===== config.mk =====
export PLATFORM = sky130hd
export DESIGN_NAME = alu_op_sequencer
export DESIGN_NICKNAME = d
export VERILOG_FILES = /design/src/rtl/alu_op_sequencer.sv
export SDC_FILE = /design/constraint.sdc
export NUM_CORES = 1
export LEC_CHECK = 0
export CORE_MARGIN = 8
export CORE_UTILIZATION = 40
export CTS_BUF_LIST = sky130_fd_sc_hd__clkbuf_4 sky130_fd_sc_hd__clkbuf_8
export DETAILED_ROUTE_END_ITERATION = 8
export DONT_BUFFER_PORTS = 1
export PLACE_DENSITY = 0.58
export SLEW_MARGIN = 40
export SYNTH_ARGS = -nofsm -noshare
export SYNTH_HDL_FRONTEND = slang
export SYNTH_SLANG_ARGS = --single-unit
export TNS_END_PERCENT = 20

===== constraint.sdc =====
create_clock -name clock -period 16.6 [get_ports clock]
set_input_delay 0.83 -clock clock [delete_from_list [all_inputs] [get_ports clock]]
set_output_delay 0.83 -clock clock [all_outputs]
set_load 0.005 [all_outputs]

===== src/rtl/alu_op_sequencer.sv =====
// alu_op_sequencer
//   Initiator side of the ALU operand/result interface. Tagged requests are
//   buffered in a DEPTH-entry FIFO; the FIFO head drives the combinational
//   ALU directly, and its result is captured into a response register that
//   is returned with the request tag over a valid/ready channel.
//
// Ports
//   clock, reset          : single clock, synchronous active-high reset
//   req_*                 : request channel (valid/ready), op + 3 operands,
//                           immediate and an opaque tag
//   alu_*                 : operation/operands to the ALU, output_0 back
//   resp_*                : response channel (valid/ready), result + tag
//   issued_count          : results captured since reset (wraps at 16 bits)
//   occupancy             : current FIFO entry count
module alu_op_sequencer #(
    parameter int unsigned DEPTH = 4,
    parameter int unsigned TAG_W = 4
) (
    input  logic                       clock,
    input  logic                       reset,
    input  logic                       req_valid,
    output logic                       req_ready,
    input  logic [4:0]                 req_op,
    input  logic [63:0]                req_in0,
    input  logic [63:0]                req_in1,
    input  logic [63:0]                req_in2,
    input  logic [16:0]                req_imm,
    input  logic [TAG_W-1:0]           req_tag,
    output logic [4:0]                 alu_operation,
    output logic [63:0]                alu_inputs_0,
    output logic [63:0]                alu_inputs_1,
    output logic [63:0]                alu_inputs_2,
    output logic [16:0]                alu_immediate,
    input  logic [63:0]                alu_output_0,
    output logic                       resp_valid,
    input  logic                       resp_ready,
    output logic [63:0]                resp_data,
    output logic [TAG_W-1:0]           resp_tag,
    output logic [15:0]                issued_count,
    output logic [$clog2(DEPTH):0]     occupancy
);

    localparam int unsigned PTR_W = $clog2(DEPTH);
    localparam int unsigned CNT_W = $clog2(DEPTH) + 1;

    typedef struct packed {
        logic [4:0]       op;
        logic [63:0]      in0;
        logic [63:0]      in1;
        logic [63:0]      in2;
        logic [16:0]      imm;
        logic [TAG_W-1:0] tag;
    } entry_t;

    entry_t           mem [DEPTH];
    entry_t           head;
    logic [PTR_W-1:0] wptr;
    logic [PTR_W-1:0] rptr;
    logic [CNT_W-1:0] count;
    logic             full;
    logic             empty;
    logic             push;
    logic             issue;

    assign full      = (count == CNT_W'(DEPTH));
    assign empty     = (count == '0);
    assign req_ready = !full;
    assign occupancy = count;

    // No bypass when full: a pop in the same cycle does not free a slot
    // for the incoming request until the next cycle.
    assign push  = req_valid && !full;
    // The response register can take a new result when it is empty or is
    // being drained this cycle, giving one result per cycle when streaming.
    assign issue = !empty && (!resp_valid || resp_ready);

    assign head = mem[rptr];

    always_comb begin
        alu_operation = '0;
        alu_inputs_0  = '0;
        alu_inputs_1  = '0;
        alu_inputs_2  = '0;
        alu_immediate = '0;
        if (!empty) begin
            alu_operation = head.op;
            alu_inputs_0  = head.in0;
            alu_inputs_1  = head.in1;
            alu_inputs_2  = head.in2;
            alu_immediate = head.imm;
        end
    end

    // Storage is left unreset; entries are only visible through the
    // pointers and count, which are reset.
    always_ff @(posedge clock) begin
        if (push) begin
            mem[wptr] <= '{op:  req_op,  in0: req_in0, in1: req_in1,
                           in2: req_in2, imm: req_imm, tag: req_tag};
        end
    end

    always_ff @(posedge clock) begin
        if (reset) begin
            wptr         <= '0;
            rptr         <= '0;
            count        <= '0;
            resp_valid   <= 1'b0;
            resp_data    <= '0;
            resp_tag     <= '0;
            issued_count <= '0;
        end else begin
            if (push) begin
                wptr <= wptr + 1'b1;
            end
            if (issue) begin
                rptr         <= rptr + 1'b1;
                resp_data    <= alu_output_0;
                resp_tag     <= head.tag;
                issued_count <= issued_count + 16'd1;
            end

            unique case ({push, issue})
                2'b10:   count <= count + 1'b1;
                2'b01:   count <= count - 1'b1;
                default: count <= count;
            endcase

            if (issue) begin
                resp_valid <= 1'b1;
            end else if (resp_ready) begin
                resp_valid <= 1'b0;
            end
        end
    end

endmodule

==> metrics.txt <==
outcome finished clean; CP endpoint kind primary output; Final Hold Viols 0; drt initial violations 1105; Crit path top cell by count buf_6; DP Wirelength between 50000 and 60000 um; All-Layer GR Usage 16.50%; routability cong. 0.7579; Async SR Flop Fraction 0%; RSZ-0062 raised after global routing false; Post-Place Worst Slack 12.66 ns; fin worst setup slack between 10 and 15 ns; clk_skew 0.04749 ns; # port buffers 0; I/O pin total 589; Final Slew Violations 0; Max-Cap Viols 0; clock tree buffer depth 3; first-pass GRT wire length 124200 um; gr ovfl total 0; EDFF count, synth 872; DRT Wirelength 85530 um; share of cells above drive strength 1 around a quarter; CTS tree built; core area 0.09001 mm2; Most used DFF post-synth edfxtp_1; Synth cell types 36; Sink Count between 900 and 1000; leakage power 12.91 nW; Finish-stage setup viols 0; critical path cell sequence buf_6, buf_6, mux4_2, and2_1; # rows 110; slew margin rel. 46.27%; measured slew at the worst slew-check pin ~0.8 ns; Setup CP Type reg -> out; CTS Buf Count 156; Post-Synthesis Cells about 1800; Tcrit/Tclk final 27.39%; area grow syn2layout 12.67%; DIE WIDTH roughly 320 um; post-cts resize count 0; sequential area share after synthesis 77.23%; initial antenna violation count 4; CP max stage delay ~0.74 ns; total number of vias 17017; DR WL/cell between 20 and 30 um; clock-pin slew on the worst setup and hold paths 0.06 ns; fin util 45.49%; Yosys warning count 0; Hold-fix buffers, CTS 5; H-tree depth 4; Mapped Area 0.03634 mm2; crit path time final 4.547 ns; CP top delay family buffers and inverters; startpoint class of the critical path register; Cell Pwr Density 166.4 mW/mm2; crit path buf inv count 2; Max FO, Critical Path 48; First-pass DRT Iterations 5; via/cell ratio 5.331; Hold Crit Class in -> reg; Mapped Nets 2101; Die Y 317.4 um; setup TNS 0 ns; worst path arrival time between 3 and 4 ns; drt drc 0; die area 0.1008 mm2; Yosys reg bits 966; hold depth 1; CTS root buffer clkbuf_8; Worst path slowest cell dfxtp_4; number of global-route vias before repair 17997; reg2reg path depth 4; initial core utilization 40.38%; Avg Inst Size Synth 20.10 um2; Req. time, crit path 15.77 ns; setup bufs post-CTS 0; WP depth 4; largest net degree at the start of global routing 98; nets 2195; Max IR drop VDD 0.1059 mV; achievable clock frequency 219.9 MHz; Skew-Pair Late Insertion Delay 0.79 ns; antenna-violating nets left 0
## final timing paths
kind              slack [ns]          start                to
hold reg to reg         0.48  resp_data[53]     resp_data[53]
setup reg to reg       13.41   occupancy[0]        mem[3][47]
hold / removal          0.12          reset     resp_data[41]
setup / recovery       12.05       register  alu_inputs_0[53]
## cell families (layout without fill, tap and decap cells)
kind of cell	after synthesis	count (layout)	synth area share [%]
simple gates	411	411	6.094
compound gates	88	88	1.239
fa+ha+maj	7	7	0.2616
flops	966	966	77.23
buf+inv	105	311	1.343
other cells	0	2	0
mux	220	220	13.57
xor+xnor	11	11	0.2651
## per-layer routing
layer	routed length [um]	share of wire, %	global-route usage, %	up-vias
li1	-	-	-	7320
met1	31020	36	17.92	8949
met2	44200	52	28.43	582
met3	7130	8.3	6.656	166
met4	3176	3.7	7.190	0
met5	0	0	0	-
## cells in the final DEF, fill, tap and decap left out, drive strengths merged, types with 2 or more instances in the layout
master	netlist	routed
a21oi	80	80
and2	217	217
and3	5	5
buf	56	29
bufinv	0	3
clkbuf	42	233
clkinv	0	25
clkinvlp	0	2
dfxtp	94	94
diode	0	2
dlygate4sd3	0	5
edfxtp	872	872
ha	6	6
inv	7	14
mux2	2	2
mux4	218	218
nand2	145	145
nand3	6	6
nand4	6	6
nor2	15	15
nor2b	3	3
o21ai	4	4
o31ai	4	4
or3	5	5
or4	4	4
xnor2	4	4
xor2	7	7
## power by group
part | switching (mW) | leakage, nW | internal, mW
registers | 0.125 | 8.77 | 2.95
logic | 1.01 | 2.48 | 0.700
clock network | 0.897 | 1.66 | 1.13
total | 2.03 | 12.9 | 4.78
## synthesized netlist by cell type, types with 2 or more instances
| cell type | n | share of area, % |
|---|---|---|
| xnor2_1 | 4 | 0.096 |
| ha_1 | 6 | 0.21 |
| inv_1 | 6 | 0.062 |
| nand2_1 | 144 | 1.5 |
| and3_1 | 5 | 0.086 |
| buf_6 | 5 | 0.15 |
| xor2_1 | 7 | 0.17 |
| nor2_1 | 15 | 0.15 |
| nor2b_1 | 3 | 0.052 |
| o31ai_1 | 4 | 0.083 |
| a21oi_1 | 80 | 1.1 |
| or3_1 | 5 | 0.086 |
| or4_1 | 4 | 0.083 |
| nand4_1 | 4 | 0.069 |
| clkbuf_1 | 42 | 0.43 |
| buf_4 | 2 | 0.041 |
| buf_2 | 39 | 0.54 |
| nand3_1 | 5 | 0.069 |
| dfxtp_1 | 94 | 5.2 |
| buf_1 | 10 | 0.10 |
| o21ai_0 | 4 | 0.055 |
| mux2_1 | 2 | 0.062 |
| edfxtp_1 | 872 | 72 |
| mux4_2 | 218 | 14 |
| and2_1 | 217 | 3.7 |
## final cells by class
class | instances | area (um2)
antenna | 2 | 5.005
clock buffer | 233 | 2806
clock inverter | 37 | 307.8
fill | 7606 | 49060
inverter | 7 | 26.28
multi-input combinational | 737 | 7814
sequential | 966 | 28070
tap | 1176 | 1471
timing repair buffer | 34 | 444.2
## registers in the layout, summed over array words and instances, names as in the netlist, named ones only
signal,cells
resp_valid,1
resp_data,64
issued_count,16
rptr,2
resp_tag,4
mem,872
wptr,2
occupancy,3
## worst register-to-register path, cell delays in order (launching register included)
cell	delay, ns
dfxtp_1	0.44
or3b_1	0.32
and3_4	0.65
buf_6	0.65
buf_6	0.63
## through the flow
step	area, um2	instances	power [mW]	hold WS (ns)
after global placement	37560	2907	4.857	0.4644
after global routing	40950	3192	7.152	0.02191
after CTS	40880	3187	6.954	0.0002381
after detailed placement	37720	2912	4.902	0.4675
after floorplan	36340	1808	4.387	0.4527
final	40950	3192	6.813	0.1191
Note: power is estimated with default switching activity, not from simulation.
